[src/rtl/udalt_tick_ctrl_if.sv]
// udalt_tick_ctrl_if: button inputs and pulse/status outputs of the tick controller
interface udalt_tick_ctrl_if;
  logic btn_run;
  logic btn_step;
  logic btn_clr;
  logic en;
  logic clr;
  logic running;
  modport master(output btn_run, btn_step, btn_clr, input en, clr, running);
  modport slave(input btn_run, btn_step, btn_clr, output en, clr, running);
endinterface

[src/rtl/udalt_tick_ctrl.sv]
// udalt_tick_ctrl: debounced run/step/clear buttons driving count-enable and clear pulses
module udalt_tick_ctrl #(
  parameter int TICK_DIV  = 50000000,
  parameter int DIV_W     = 26,
  parameter int DB_CYCLES = 1000000,
  parameter int DB_W      = 20
) (
  input logic Clk,
  input logic reset,
  udalt_tick_ctrl_if.slave bus
);
  localparam logic [0:0] PAUSED  = 1'b0;
  localparam logic [0:0] RUNNING = 1'b1;
  logic [2:0] s1, s2, press;
  logic [0:0] state;
  logic [DIV_W-1:0] pre;
  logic tick;
  // two-flop synchronisers for {clr, step, run}
  always_ff @(posedge Clk or negedge reset)
    if (!reset) begin
      s1 <= '0;
      s2 <= '0;
    end else begin
      s1 <= {bus.btn_clr, bus.btn_step, bus.btn_run};
      s2 <= s1;
    end
  for (genvar b = 0; b < 3; b++) begin : g_db
    logic [DB_W-1:0] cnt;
    logic lvl, pr;
    // accept a new level after DB_CYCLES consecutive differing cycles; pulse on 0->1 only
    always_ff @(posedge Clk or negedge reset)
      if (!reset) begin
        cnt <= '0;
        lvl <= 1'b0;
        pr  <= 1'b0;
      end else if (s2[b] == lvl) begin
        cnt <= '0;
        pr  <= 1'b0;
      end else if (cnt == DB_W'(DB_CYCLES - 1)) begin
        cnt <= '0;
        lvl <= s2[b];
        pr  <= s2[b];
      end else begin
        cnt <= cnt + 1'b1;
        pr  <= 1'b0;
      end
    assign press[b] = pr;
  end
  assign tick = (state == RUNNING) && (pre == DIV_W'(TICK_DIV - 1));
  // run/pause FSM, prescaler and registered pulses; clr beats run beats step
  always_ff @(posedge Clk or negedge reset)
    if (!reset) begin
      state   <= PAUSED;
      pre     <= '0;
      bus.en  <= 1'b0;
      bus.clr <= 1'b0;
    end else begin
      bus.en  <= !press[2] && !press[0] && ((state == RUNNING) ? tick : press[1]);
      bus.clr <= press[2];
      state   <= press[2] ? PAUSED : press[0] ? ~state : state;
      pre     <= (press[2] || press[0] || state == PAUSED || tick) ? '0 : pre + 1'b1;
    end
  assign bus.running = (state == RUNNING);
endmodule
[src/flat_wrapper.sv]
// flat-port wrapper written by rule: the top's interface ports become plain ports
module udalt_tick_ctrl_flat 
#(
  parameter int TICK_DIV  = 50000000,
  parameter int DIV_W     = 26,
  parameter int DB_CYCLES = 1000000,
  parameter int DB_W      = 20
)
  (Clk, reset, bus_btn_run, bus_btn_step, bus_btn_clr, bus_en, bus_clr, bus_running);
  udalt_tick_ctrl_if bus_i ();
  input logic Clk;
  input logic reset;
  input wire logic [$bits(bus_i.btn_run)-1:0] bus_btn_run;
  input wire logic [$bits(bus_i.btn_step)-1:0] bus_btn_step;
  input wire logic [$bits(bus_i.btn_clr)-1:0] bus_btn_clr;
  output wire logic [$bits(bus_i.en)-1:0] bus_en;
  output wire logic [$bits(bus_i.clr)-1:0] bus_clr;
  output wire logic [$bits(bus_i.running)-1:0] bus_running;
  assign bus_i.btn_run = bus_btn_run;
  assign bus_i.btn_step = bus_btn_step;
  assign bus_i.btn_clr = bus_btn_clr;
  assign bus_en = bus_i.en;
  assign bus_clr = bus_i.clr;
  assign bus_running = bus_i.running;
  udalt_tick_ctrl #(.TICK_DIV(TICK_DIV), .DIV_W(DIV_W), .DB_CYCLES(DB_CYCLES), .DB_W(DB_W)) u_core (.Clk(Clk), .reset(reset), .bus(bus_i));
endmodule
[config.mk]
export PLATFORM = sky130hd
export DESIGN_NAME = udalt_tick_ctrl_flat
export DESIGN_NICKNAME = d
export VERILOG_FILES = /design/src/rtl/udalt_tick_ctrl_if.sv /design/src/rtl/udalt_tick_ctrl.sv /design/src/flat_wrapper.sv
export SDC_FILE = /design/constraint.sdc
export NUM_CORES = 1
export LEC_CHECK = 0
export CORE_UTILIZATION = 35
export CTS_CLUSTER_SIZE = 25
export DETAILED_ROUTE_END_ITERATION = 8
export SYNTH_ARGS = -nofsm -noshare
export SYNTH_HDL_FRONTEND = slang
export SYNTH_SLANG_ARGS = --single-unit
[constraint.sdc]
create_clock -name Clk -period 2.4 [get_ports Clk]
set_input_delay 0.36 -clock Clk [delete_from_list [all_inputs] [get_ports Clk]]
set_output_delay 0.36 -clock Clk [all_outputs]
set_load 0.05 [all_outputs]
### After elaboration in Yosys (flattened, before gate mapping)

Index checks and enable logic that the tools add are counted.

| word-level totals | value |
|---|---|
| register bits after elaboration | 101 |
| word-level logic and storage cells | 58 |
| latch bits | 0 |
| memories kept | 0 |
| bits in writable memories | 0 |
| bits in read-only memories | 0 |
| input port bits | 5 |
| output and inout bits | 3 |

| operators by class | value |
|---|---|
| divide/modulo/power cells | 0 |
| equal/unequal tests | 7 |
| shifts and indexed selects | 0 |
| add/subtract/negate cells | 4 |
| order comparisons | 0 |
| bitwise operators | 4 |
| multiplexer cells | 16 |
| reductions and logical operators | 12 |
| multiply operators | 0 |

Operator list:

| operator | count |
|---|---|
| 20-bit 2-to-1 mux | 6 |
| 20-bit by 1-bit adder with 20-bit output, second input constant | 3 |
| 20-bit == test, second input constant | 3 |
| 26-bit by 1-bit adder with 26-bit output, second input constant | 1 |
| 26-bit == test, second input constant | 1 |
| 26-bit 2-to-1 mux | 1 |
| 1-bit 2-to-1 mux | 9 |
| 2-bit AND reduction | 3 |
| 1-bit inverter | 4 |
| 1-bit == test | 3 |
| 1-bit logical AND | 3 |
| 1-bit logical OR | 3 |
| 1-bit logical NOT | 2 |
| 2-bit nonzero test | 1 |

### Depth between registers and ports, before layout

Gate-level depths: netlist (run 1).

| depth | value |
|---|---|
| word-level depth | 4 |
| gate-level depth with buffers | 6 |
| mapped depth without buffers | 5 |

### Least setup slack after synthesis (run 1)

Ideal clock, no wire load.

| path | value |
|---|---|
| path kind | register to register |
| start point | reg u_core.g_db[1].cnt[8] |
| end point | reg u_core.g_db[1].lvl |
| stages on the path, launching flop included | 5 |
| path buffers | 0 |
| clock period less this slack | 1.984 ns |
| data required time | 2.275 ns |
| setup slack | 0.416 ns |
| library setup time | 0.125 ns |
| arrival | 1.859 ns |
| path through | dfrtp_1 or4b_1 or4_1 nor2_1 mux2_2 |

| between the ends | value |
|---|---|
| word-level cells in the longest chain between the ends | 2 |

RTL lines:

| what | line | text |
|---|---|---|
| start: declaration | udalt_tick_ctrl.sv:28 | `logic [DB_W-1:0] cnt;` |
| start signal: assignment | udalt_tick_ctrl.sv:44 | `cnt <= cnt + 1'b1;` |
| 20-bit == test | udalt_tick_ctrl.sv:39 | `end else if (cnt == DB_W'(DB_CYCLES - 1)) begin` |
| 2-bit AND reduction (no line) | n/a |  |
| end signal: assignment | udalt_tick_ctrl.sv:41 | `lvl <= s2[b];` |
| end: declaration | udalt_tick_ctrl.sv:29 | `logic lvl, pr;` |

Every way passes these cells.
A chain may end at the register's enable or synchronous reset.

### Final worst setup path (run 1)

| path | value |
|---|---|
| start point | reg u_core.pre[0] |
| end point | reg u_core.pre[22] |

| between the ends | value |
|---|---|
| word-level cells in the longest chain between the ends | 4 |
| elaborated cells on any way between the ends | 5 |
| those cells by class | add/sub (1); eq/ne (1); mux (1); reduce/logical (2) |

RTL lines:

| what | line | text |
|---|---|---|
| start: declaration | udalt_tick_ctrl.sv:16 | `logic [DIV_W-1:0] pre;` |
| start signal: assignment | udalt_tick_ctrl.sv:61 | `pre <= (press[2] \|\| press[0] \|\| state == PAUSED \|\| tick) ? '0 : pre + 1'b1;` |
| branches (longest 3 deep; another with 26-bit by 1-bit adder with 26-bit output) | n/a |  |
| 26-bit 2-to-1 mux * | udalt_tick_ctrl.sv:61 |  |

Every way passes the cells marked *.

==> results of run 1 <==
metrics by stage:
step	util	cells	total power, uW	setup WS (ns)	cell area, sq um
floorplan	-	486	1805	0.4160	4851
global placement	0.3861	668	1865	0.3540	5174
detailed placement	0.3861	668	1867	0.3039	5174
CTS	0.4114	685	3500	0.2765	5513
global route	0.4114	685	3565	0.1629	5513
finish	0.4114	685	3445	0.2901	5513
critical path, delay by kind of cell, from the launching register on:
kind                       cells  cell delay (ns)
AOI/OAI and AO/OA              1             0.16
adders and majority gates      1             0.22
DFF                            1             0.39
and+or+nand+nor                3             1.26
registers in the layout (all words and copies together), names as in the netlist:
name	flops
u_core.g_db.cnt	60
u_core.g_db.lvl	3
u_core.bus.running	1
u_core.s2	3
u_core.bus.clr	1
u_core.bus.en	1
u_core.s1	3
u_core.g_db.pr	3
u_core.pre	26
synth_stat cells (2+ instances only):
cell type  instances  area [sq um]
nor4_1            11         68.82
nand3_1           31         155.2
o21ai_0           16         80.08
nor3_1            14         70.07
ha_1               4         50.05
nand4_1           16         100.1
dfrtp_1          101          2527
a31o_2             2         17.52
or4_4              2         22.52
nand2b_1           2         12.51
and2_1             2         12.51
nor4b_1            2         17.52
buf_2              5         25.02
nand2_1           27         101.4
inv_1             17         63.81
nor2_1            62         232.7
and3_1             8         50.05
nand3_2            4         40.04
xnor2_1           33         289.0
o31ai_1           13         97.59
buf_4              2         15.01
mux2_2             3         33.78
xor2_1            17         148.9
clkbuf_1           4         15.01
or3_1             18         112.6
or4_1             20         150.1
nor4bb_1           2         20.02
a21oi_1           31         155.2
and4_1             3         26.28
routing by layer:
| metal | vias up | wire [microns] | GRT usage |
|---|---|---|---|
| met2 | 33 | 4383 | 0.2272 |
| met4 | 0 | 154 | 0.06172 |
| met1 | 1722 | 4329 | 0.1824 |
| met3 | 13 | 263 | 0.03517 |
| met5 | - | 0 | 0 |
| li1 | 1784 | - | - |
final cells by class:
class,count,share of cell area
Multi-Input combinational cell,356,0.3990
Tap cell,176,0.03995
Clock buffer,9,0.04085
Inverter,17,0.01158
Timing Repair Buffer,19,0.03132
Clock inverter,7,0.01884
Sequential cell,101,0.4585
timing repair:
| action | 4_1_cts | 5_1_grt |
|---|---|---|
| buffers inserted | 0 | 0 |
| hold endpoints to repair | 30 | 0 |
| hold buffers | 1 | 0 |
worst min path at each step:
stage | from | end | slack [ns] | cells after the start
final | u_core.s1[2]$_DFF_PN0_ | u_core.s2[2]$_DFF_PN0_ | 0.35 | 0
after global routing | u_core.s1[1]$_DFF_PN0_ | u_core.s2[1]$_DFF_PN0_ | 0.36 | 0
after CTS | u_core.s1[2]$_DFF_PN0_ | u_core.s2[2]$_DFF_PN0_ | 0.36 | 0
after detailed placement | reset | u_core.pre[25]$_DFF_PN0_ | 0.33 | 1
after global placement | reset | u_core.pre[25]$_DFF_PN0_ | 0.33 | 1
after floorplan | reset | u_core.bus.clr$_DFF_PN0_ | 0.06 | 0
cells by family (layout without fill, tap and decap cells):
kind of cell             after synthesis  count (layout)  synth area share
multiplexers                           3               3          0.006964
AND/OR/NAND/NOR                      232             232            0.2615
flip-flops                           101             101            0.5210
AO/OA/AOI/OAI                         67              67           0.08435
adder cells (fa/ha/maj)                4               4           0.01032
XOR/XNOR                              50              50           0.09028
buffers and inverters                 29              52           0.02553
report_power, final:
| group | switching, uW | internal [uW] |
|---|---|---|
| Clock | 682 | 931 |
| Sequential | 19.1 | 1720 |
| Combinational | 63.0 | 31.8 |
| Total | 765 | 2680 |
==> impl_metrics.xml, run 1 <==
<?xml version="1.0" encoding="UTF-8"?>
<metrics>
  <group name="outcome">
    <metric name="status" unit="">finished clean</metric>
  </group>
  <group name="worst_setup_path">
    <metric name="critical_path.max_fanout" unit="">13</metric>
    <metric name="timing.critical_path.cells" unit="">ha_1 -&gt; nand3_1 -&gt; or4_4 -&gt; or4_1 -&gt; a21oi_1</metric>
    <metric name="r2r.worst_path.cells" unit="">5</metric>
    <metric name="timing.critical_path.to" unit="">u_core.pre[22]$_DFF_PN0_</metric>
    <metric name="worst_setup_path_end_kind" unit="">register</metric>
    <metric name="criticalPathCategory" unit="">register to register</metric>
    <metric name="timing.critical_path.arrival" unit="ns">2.39</metric>
    <metric name="reg2reg_slack" unit="ns">0.29</metric>
    <metric name="critical_path.reg2reg.startpoint" unit="">u_core.pre[0]$_DFF_PN0_</metric>
    <metric name="critPathSlowestCell" unit="">or4_4</metric>
    <metric name="worst_r2r_endpoint" unit="">u_core.pre[22]$_DFF_PN0_</metric>
    <metric name="worstPathRequired" unit="ns">2.68</metric>
    <metric name="critPathMaxStageDelay" unit="ns">0.61</metric>
    <metric name="worst_setup_path_startpoint" unit="">u_core.pre[0]$_DFF_PN0_</metric>
    <metric name="worstSetupStartpointType" unit="">register</metric>
  </group>
  <group name="cts">
    <metric name="clock_sink_count" unit="">101</metric>
    <metric name="cts-buffers-inserted" unit="">9</metric>
    <metric name="cts.root.buffer_cell" unit="">clkbuf_16</metric>
    <metric name="clock_path_buffers" unit="">2</metric>
    <metric name="htreeDepth" unit="">3</metric>
    <metric name="post_cts_sizing_count" unit="">0</metric>
    <metric name="clk-insertion-delay-late" unit="ns">0.35</metric>
    <metric name="clock_tree_from_tritoncts" unit="">done</metric>
    <metric name="clock_pin_slew_on_the_worst_setup_and_hold_paths" unit="ns">0.07</metric>
  </group>
  <group name="finish">
    <metric name="final-seq-area" unit="sq mm">0.002527</metric>
    <metric name="fillCellCount" unit="">1294</metric>
    <metric name="multi_input_comb_area" unit="sq mm">0.002200</metric>
    <metric name="final_cell_mix" unit="">dfrtp_1 (101), nor2_1 (62), xnor2_1 (33)</metric>
    <metric name="syn_to_final_growth" unit="%">13.64</metric>
    <metric name="drive_above_1_share" unit="">0.08644</metric>
    <metric name="antenna_cell_count" unit="">0</metric>
    <metric name="finalNetCount" unit="">513</metric>
    <metric name="final_common_cell" unit="">dfrtp_1</metric>
  </group>
  <group name="timing">
    <metric name="post-route-min-period" unit="ns">2.110</metric>
    <metric name="hold_violation_count_in_the_final_report" unit="">0</metric>
    <metric name="skew" unit="ns">0.007099</metric>
    <metric name="worst_slew_margin_rel" unit="">0.6643</metric>
    <metric name="slew_viol_final" unit="">0</metric>
    <metric name="grt_setup_unrepaired" unit="">no</metric>
    <metric name="worst_hold_slack" unit="ns">0.3524</metric>
    <metric name="tightest_slew" unit="ns">0.5020</metric>
    <metric name="post-route-period-util" unit="">0.8791</metric>
    <metric name="setup_total_negative_slack" unit="ns">0</metric>
    <metric name="setup_violations" unit="">0</metric>
    <metric name="achievable-frequency" unit="MHz">474.0</metric>
  </group>
  <group name="hold_path">
    <metric name="holdCritPathClass" unit="">register to register</metric>
  </group>
  <group name="floorplanning">
    <metric name="die_area" unit="sq mm">0.01433</metric>
    <metric name="chipHeight" unit="microns">119.7</metric>
    <metric name="number_of_placed_i_o_pins" unit="">8</metric>
    <metric name="die_width" unit="microns">119.7</metric>
    <metric name="initial_core_util" unit="">0.3620</metric>
    <metric name="floorplan.core_area" unit="sq mm">0.01340</metric>
    <metric name="std_cell_rows" unit="">42</metric>
  </group>
  <group name="detailed_routing">
    <metric name="dr.first_iter.drc_count" unit="">188</metric>
    <metric name="drt-vias-per-instance" unit="">5.185</metric>
    <metric name="totalWireLength" unit="microns">9131</metric>
    <metric name="antenna_viol_nets_final" unit="">0</metric>
    <metric name="drcViolationCount" unit="">0</metric>
    <metric name="detail_route.wl_per_cell" unit="microns">13.33</metric>
    <metric name="routed-via-count" unit="">3552</metric>
    <metric name="drt-pass1-iter-count" unit="">4</metric>
  </group>
  <group name="global_routing">
    <metric name="via_count_of_the_first_global_routing_pass" unit="">3573</metric>
    <metric name="groute.usage.overall" unit="">0.1421</metric>
    <metric name="antenna_found_initial" unit="">0</metric>
    <metric name="overflow" unit="">0</metric>
    <metric name="pin_count_of_the_biggest_net_entering_global_routing" unit="">49</metric>
    <metric name="grt_pass1_wl" unit="microns">16370</metric>
  </group>
  <group name="logic_synthesis">
    <metric name="synth-seq-area-share" unit="">0.5210</metric>
    <metric name="warnings_synthesis" unit="">0</metric>
    <metric name="avgSynthCellArea" unit="sq um">9.981</metric>
    <metric name="synth_top_flop_cell" unit="">dfrtp_1</metric>
    <metric name="async_reset_ff_frac" unit="">1.000</metric>
    <metric name="synth-edff-count" unit="">0</metric>
    <metric name="synth.cell_area" unit="sq mm">0.004851</metric>
    <metric name="synthesis.nets" unit="">495</metric>
    <metric name="yosys_register_bits" unit="">101</metric>
    <metric name="synthCells" unit="">486</metric>
    <metric name="post_synth_num_cell_types" unit="">43</metric>
  </group>
  <group name="placement">
    <metric name="detailedPlacementHpwl" unit="microns">6310</metric>
    <metric name="portBuffers" unit="">7</metric>
    <metric name="finalWeightedCongestion" unit="">0.8191</metric>
  </group>
  <group name="pwr">
    <metric name="power.leakage" unit="uW">0.002103</metric>
    <metric name="powerDensity" unit="mW/mm^2">625.0</metric>
    <metric name="irDropWorstVdd" unit="mV">0.3896</metric>
  </group>
  <group name="run">
    <metric name="cap_violations" unit="">0</metric>
  </group>
</metrics>
Power figures use the tool's default switching activity.
==> inputs of run 2 (changes only) <==
Clock period 2.4 ns to 2 ns, I/O delays scaled along.
==> impl_metrics.xml, run 2 (synthesis gave the netlist of run 1 again) <==
<?xml version="1.0" encoding="UTF-8"?>
<metrics>
  <group name="pwr">
    <metric name="clk_network_pwr_share" unit="">0.483</metric>
    <metric name="powerDensity" unit="mW/mm^2">720.9</metric>
    <metric name="irDropWorstVdd" unit="mV">0.4205</metric>
    <metric name="pwr-share-seq" unit="">0.485</metric>
    <metric name="net_switching_power_of_the_design" unit="uW">912.2</metric>
    <metric name="power.leakage" unit="uW">0.002325</metric>
    <metric name="fraction_of_power_spent_switching_nets" unit="">0.2124</metric>
    <metric name="portion_of_total_power_attributed_to_combinational_logic" unit="">0.032</metric>
    <metric name="cellInternalPower" unit="uW">3383</metric>
  </group>
  <group name="placement">
    <metric name="portBuffers" unit="">7</metric>
    <metric name="detailedPlacementHpwl" unit="microns">6649</metric>
    <metric name="post-place-ws" unit="ns">-0.03043</metric>
    <metric name="finalWeightedCongestion" unit="">0.8000</metric>
  </group>
  <group name="cts">
    <metric name="cts-buffers-inserted" unit="">9</metric>
    <metric name="htreeDepth" unit="">3</metric>
    <metric name="clock_path_buffers" unit="">2</metric>
    <metric name="clk-insertion-delay-late" unit="ns">0.36</metric>
    <metric name="clock_sink_count" unit="">101</metric>
    <metric name="clock_tree_from_tritoncts" unit="">done</metric>
    <metric name="clock_pin_slew_on_the_worst_setup_and_hold_paths" unit="ns">0.07</metric>
    <metric name="cts.root.buffer_cell" unit="">clkbuf_16</metric>
  </group>
  <group name="finish">
    <metric name="finalNetCount" unit="">551</metric>
    <metric name="syn_to_final_growth" unit="%">22.83</metric>
    <metric name="final_common_cell" unit="">dfrtp_1</metric>
    <metric name="largest_register_ff_count" unit="">60</metric>
    <metric name="antenna_cell_count" unit="">0</metric>
    <metric name="registers.top_by_ff_count" unit="">u_core.g_db.cnt</metric>
    <metric name="largest_registers" unit="">u_core.g_db.cnt x60, u_core.pre x26</metric>
    <metric name="drive_above_1_share" unit="">0.1993</metric>
    <metric name="final_cell_mix" unit="">dfrtp_1 (100), nor2_1 (52), buf_4 (46)</metric>
  </group>
  <group name="timing">
    <metric name="slew_viol_final" unit="">0</metric>
    <metric name="tightest_slew" unit="ns">0.4951</metric>
    <metric name="skew" unit="ns">0.008510</metric>
    <metric name="hold_violation_count_in_the_final_report" unit="">0</metric>
    <metric name="worst_hold_slack" unit="ns">0.3415</metric>
    <metric name="post-route-min-period" unit="ns">2.024</metric>
    <metric name="worst_slew_margin_rel" unit="">0.6694</metric>
    <metric name="setup_violations" unit="">18</metric>
    <metric name="finalWorstSetupSlack" unit="ns">-0.02373</metric>
    <metric name="achievable-frequency" unit="MHz">494.1</metric>
    <metric name="grt_setup_unrepaired" unit="">yes</metric>
    <metric name="post-route-period-util" unit="">1.012</metric>
  </group>
  <group name="outcome">
    <metric name="violations" unit="">negative setup slack</metric>
    <metric name="status" unit="">finished with violations</metric>
  </group>
  <group name="worst_setup_path">
    <metric name="critPathMaxStageDelay" unit="ns">0.56</metric>
    <metric name="criticalPathCategory" unit="">register to register</metric>
    <metric name="timing.critical_path.cells" unit="">or4b_1 -&gt; or4_4 -&gt; o21ai_4 -&gt; buf_8 -&gt; nor2_1</metric>
    <metric name="worstSetupStartpointType" unit="">register</metric>
    <metric name="critical_path.max_fanout" unit="">8</metric>
    <metric name="critPathBufInv" unit="">1</metric>
    <metric name="reg2reg_slack" unit="ns">-0.02</metric>
    <metric name="worst_r2r_endpoint" unit="">u_core.g_db[1].cnt[3]$_DFF_PN0_</metric>
    <metric name="critical_path.reg2reg.startpoint" unit="">u_core.g_db[1].cnt[15]$_DFF_PN0_</metric>
    <metric name="r2r.worst_path.cells" unit="">5</metric>
    <metric name="worstPathRequired" unit="ns">2.24</metric>
    <metric name="timing.critical_path.arrival" unit="ns">2.27</metric>
    <metric name="cpLargestDelayFamily" unit="">simple AND/OR/NAND/NOR gates</metric>
    <metric name="critPathSlowestCell" unit="">or4_4</metric>
    <metric name="worst_setup_path_end_kind" unit="">register</metric>
  </group>
  <group name="floorplanning">
    <metric name="initial_core_util" unit="">0.3620</metric>
    <metric name="chipHeight" unit="microns">119.7</metric>
    <metric name="floorplan.core_area" unit="sq mm">0.01340</metric>
    <metric name="std_cell_rows" unit="">42</metric>
    <metric name="number_of_placed_i_o_pins" unit="">8</metric>
    <metric name="die_area" unit="sq mm">0.01433</metric>
    <metric name="die_width" unit="microns">119.7</metric>
  </group>
  <group name="detailed_routing">
    <metric name="drt-pass1-iter-count" unit="">4</metric>
    <metric name="drcViolationCount" unit="">0</metric>
    <metric name="totalWireLength" unit="microns">9591</metric>
    <metric name="routed-via-count" unit="">3789</metric>
    <metric name="met1_length" unit="microns">4626</metric>
    <metric name="detail_route.wl_per_cell" unit="microns">13.27</metric>
    <metric name="detailroute.wirelength.met3" unit="microns">261</metric>
    <metric name="drt-vias-per-instance" unit="">5.241</metric>
    <metric name="met2_length" unit="microns">4510</metric>
    <metric name="dr.first_iter.drc_count" unit="">212</metric>
    <metric name="antenna_viol_nets_final" unit="">0</metric>
    <metric name="top_layer_used" unit="">met4</metric>
  </group>
  <group name="hold_path">
    <metric name="holdCritPathClass" unit="">input pin to async pin</metric>
  </group>
  <group name="run">
    <metric name="cap_violations" unit="">0</metric>
  </group>
  <group name="global_routing">
    <metric name="pin_count_of_the_biggest_net_entering_global_routing" unit="">35</metric>
    <metric name="groute.usage.overall" unit="">0.1473</metric>
    <metric name="via_count_of_the_first_global_routing_pass" unit="">3691</metric>
    <metric name="antenna_found_initial" unit="">0</metric>
    <metric name="grt_pass1_wl" unit="microns">17030</metric>
    <metric name="overflow" unit="">0</metric>
  </group>
</metrics>
## run 2: cell types whose count changed in the layout (fill, tap and decap cells not counted), moves of 5 or more
cell and delta:
nor2_1 -10, or4_1 -5, a21oi_2 +8, a21oi_1 -8, or4_4 +5, nor2_2 +6
buf_4 +35
## run 2: worst reg2reg max path: stages (launching register included)
cell and delay [ns]:
dfrtp_1 0.37, or4b_1 0.52, or4_4 0.56, o21ai_4 0.23
buf_8 0.18, nor2_1 0.06
## run 2: area by class of cell
cell class | instances | area [sq um]
fill | 1279 | 7442
sequential | 101 | 2529
multi-input combinational | 356 | 2312
timing repair buffer | 57 | 475.5
clock buffer | 10 | 239.0
tap | 176 | 220.2
clock inverter | 6 | 118.9
inverter | 17 | 63.81
## run 2: worst max-delay path by stage
| stage | endpoint | slack, ns | depth (start not counted) | start |
|---|---|---|---|---|
| final | u_core.g_db[1].cnt[3]$_DFF_PN0_ | -0.02 | 5 | u_core.g_db[1].cnt[15]$_DFF_PN0_ |
| after global routing | u_core.g_db[1].cnt[3]$_DFF_PN0_ | -0.07 | 5 | u_core.g_db[1].cnt[8]$_DFF_PN0_ |
| after global placement | u_core.g_db[1].lvl$_DFFE_PN0P_ | -0.02 | 4 | u_core.g_db[1].cnt[15]$_DFF_PN0_ |
| after floorplan | u_core.g_db[1].lvl$_DFFE_PN0P_ | 0.02 | 4 | u_core.g_db[1].cnt[8]$_DFF_PN0_ |
| after CTS | u_core.g_db[1].lvl$_DFFE_PN0P_ | -0.008 | 4 | u_core.g_db[1].cnt[15]$_DFF_PN0_ |
| after detailed placement | u_core.g_db[1].lvl$_DFFE_PN0P_ | -0.03 | 4 | u_core.g_db[1].cnt[15]$_DFF_PN0_ |
## run 2: metrics by stage
| step | instance area (sq um) | utilization | total power, uW | cells | TNS [ns] |
|---|---|---|---|---|---|
| 2_1_floorplan | 4851 | - | 2166 | 486 | 0 |
| 3_3_place_gp | 5421 | 0.4046 | 2244 | 701 | -0.02791 |
| 3_5_place_dp | 5421 | 0.4046 | 2248 | 701 | -0.1956 |
| 4_1_cts | 5839 | 0.4358 | 4327 | 722 | -0.008104 |
| 5_1_grt | 5958 | 0.4446 | 4433 | 723 | -1.100 |
| 6_report | 5958 | 0.4446 | 4295 | 723 | -0.2249 |
## run 2: power by group through the flow
stage               Sequential, uW  Combinational, uW  Clock [uW]
floorplan                     2120               46.1           0
global placement              2120                120           0
detailed placement            2120                123           0
CTS                           2080                129        2110
global route                  2090                157        2190
finish                        2090                137        2070
## run 2: repair_timing
action	4_1_cts	5_1_grt
pin swaps	2	8
hold buffers	1	0
endpoints found under the setup margin	15	36
cloned	1	0
endpoints found under the hold margin	10	0
gates resized for setup	7	32
setup buffers	3	1
## run 2: per-layer routing
layer | vias up | track usage
met3 | 14 | 0.02186
met4 | 0 | 0.06797
met5 | - | 0
met2 | 45 | 0.2345
li1 | 1853 | -
met1 | 1877 | 0.1980
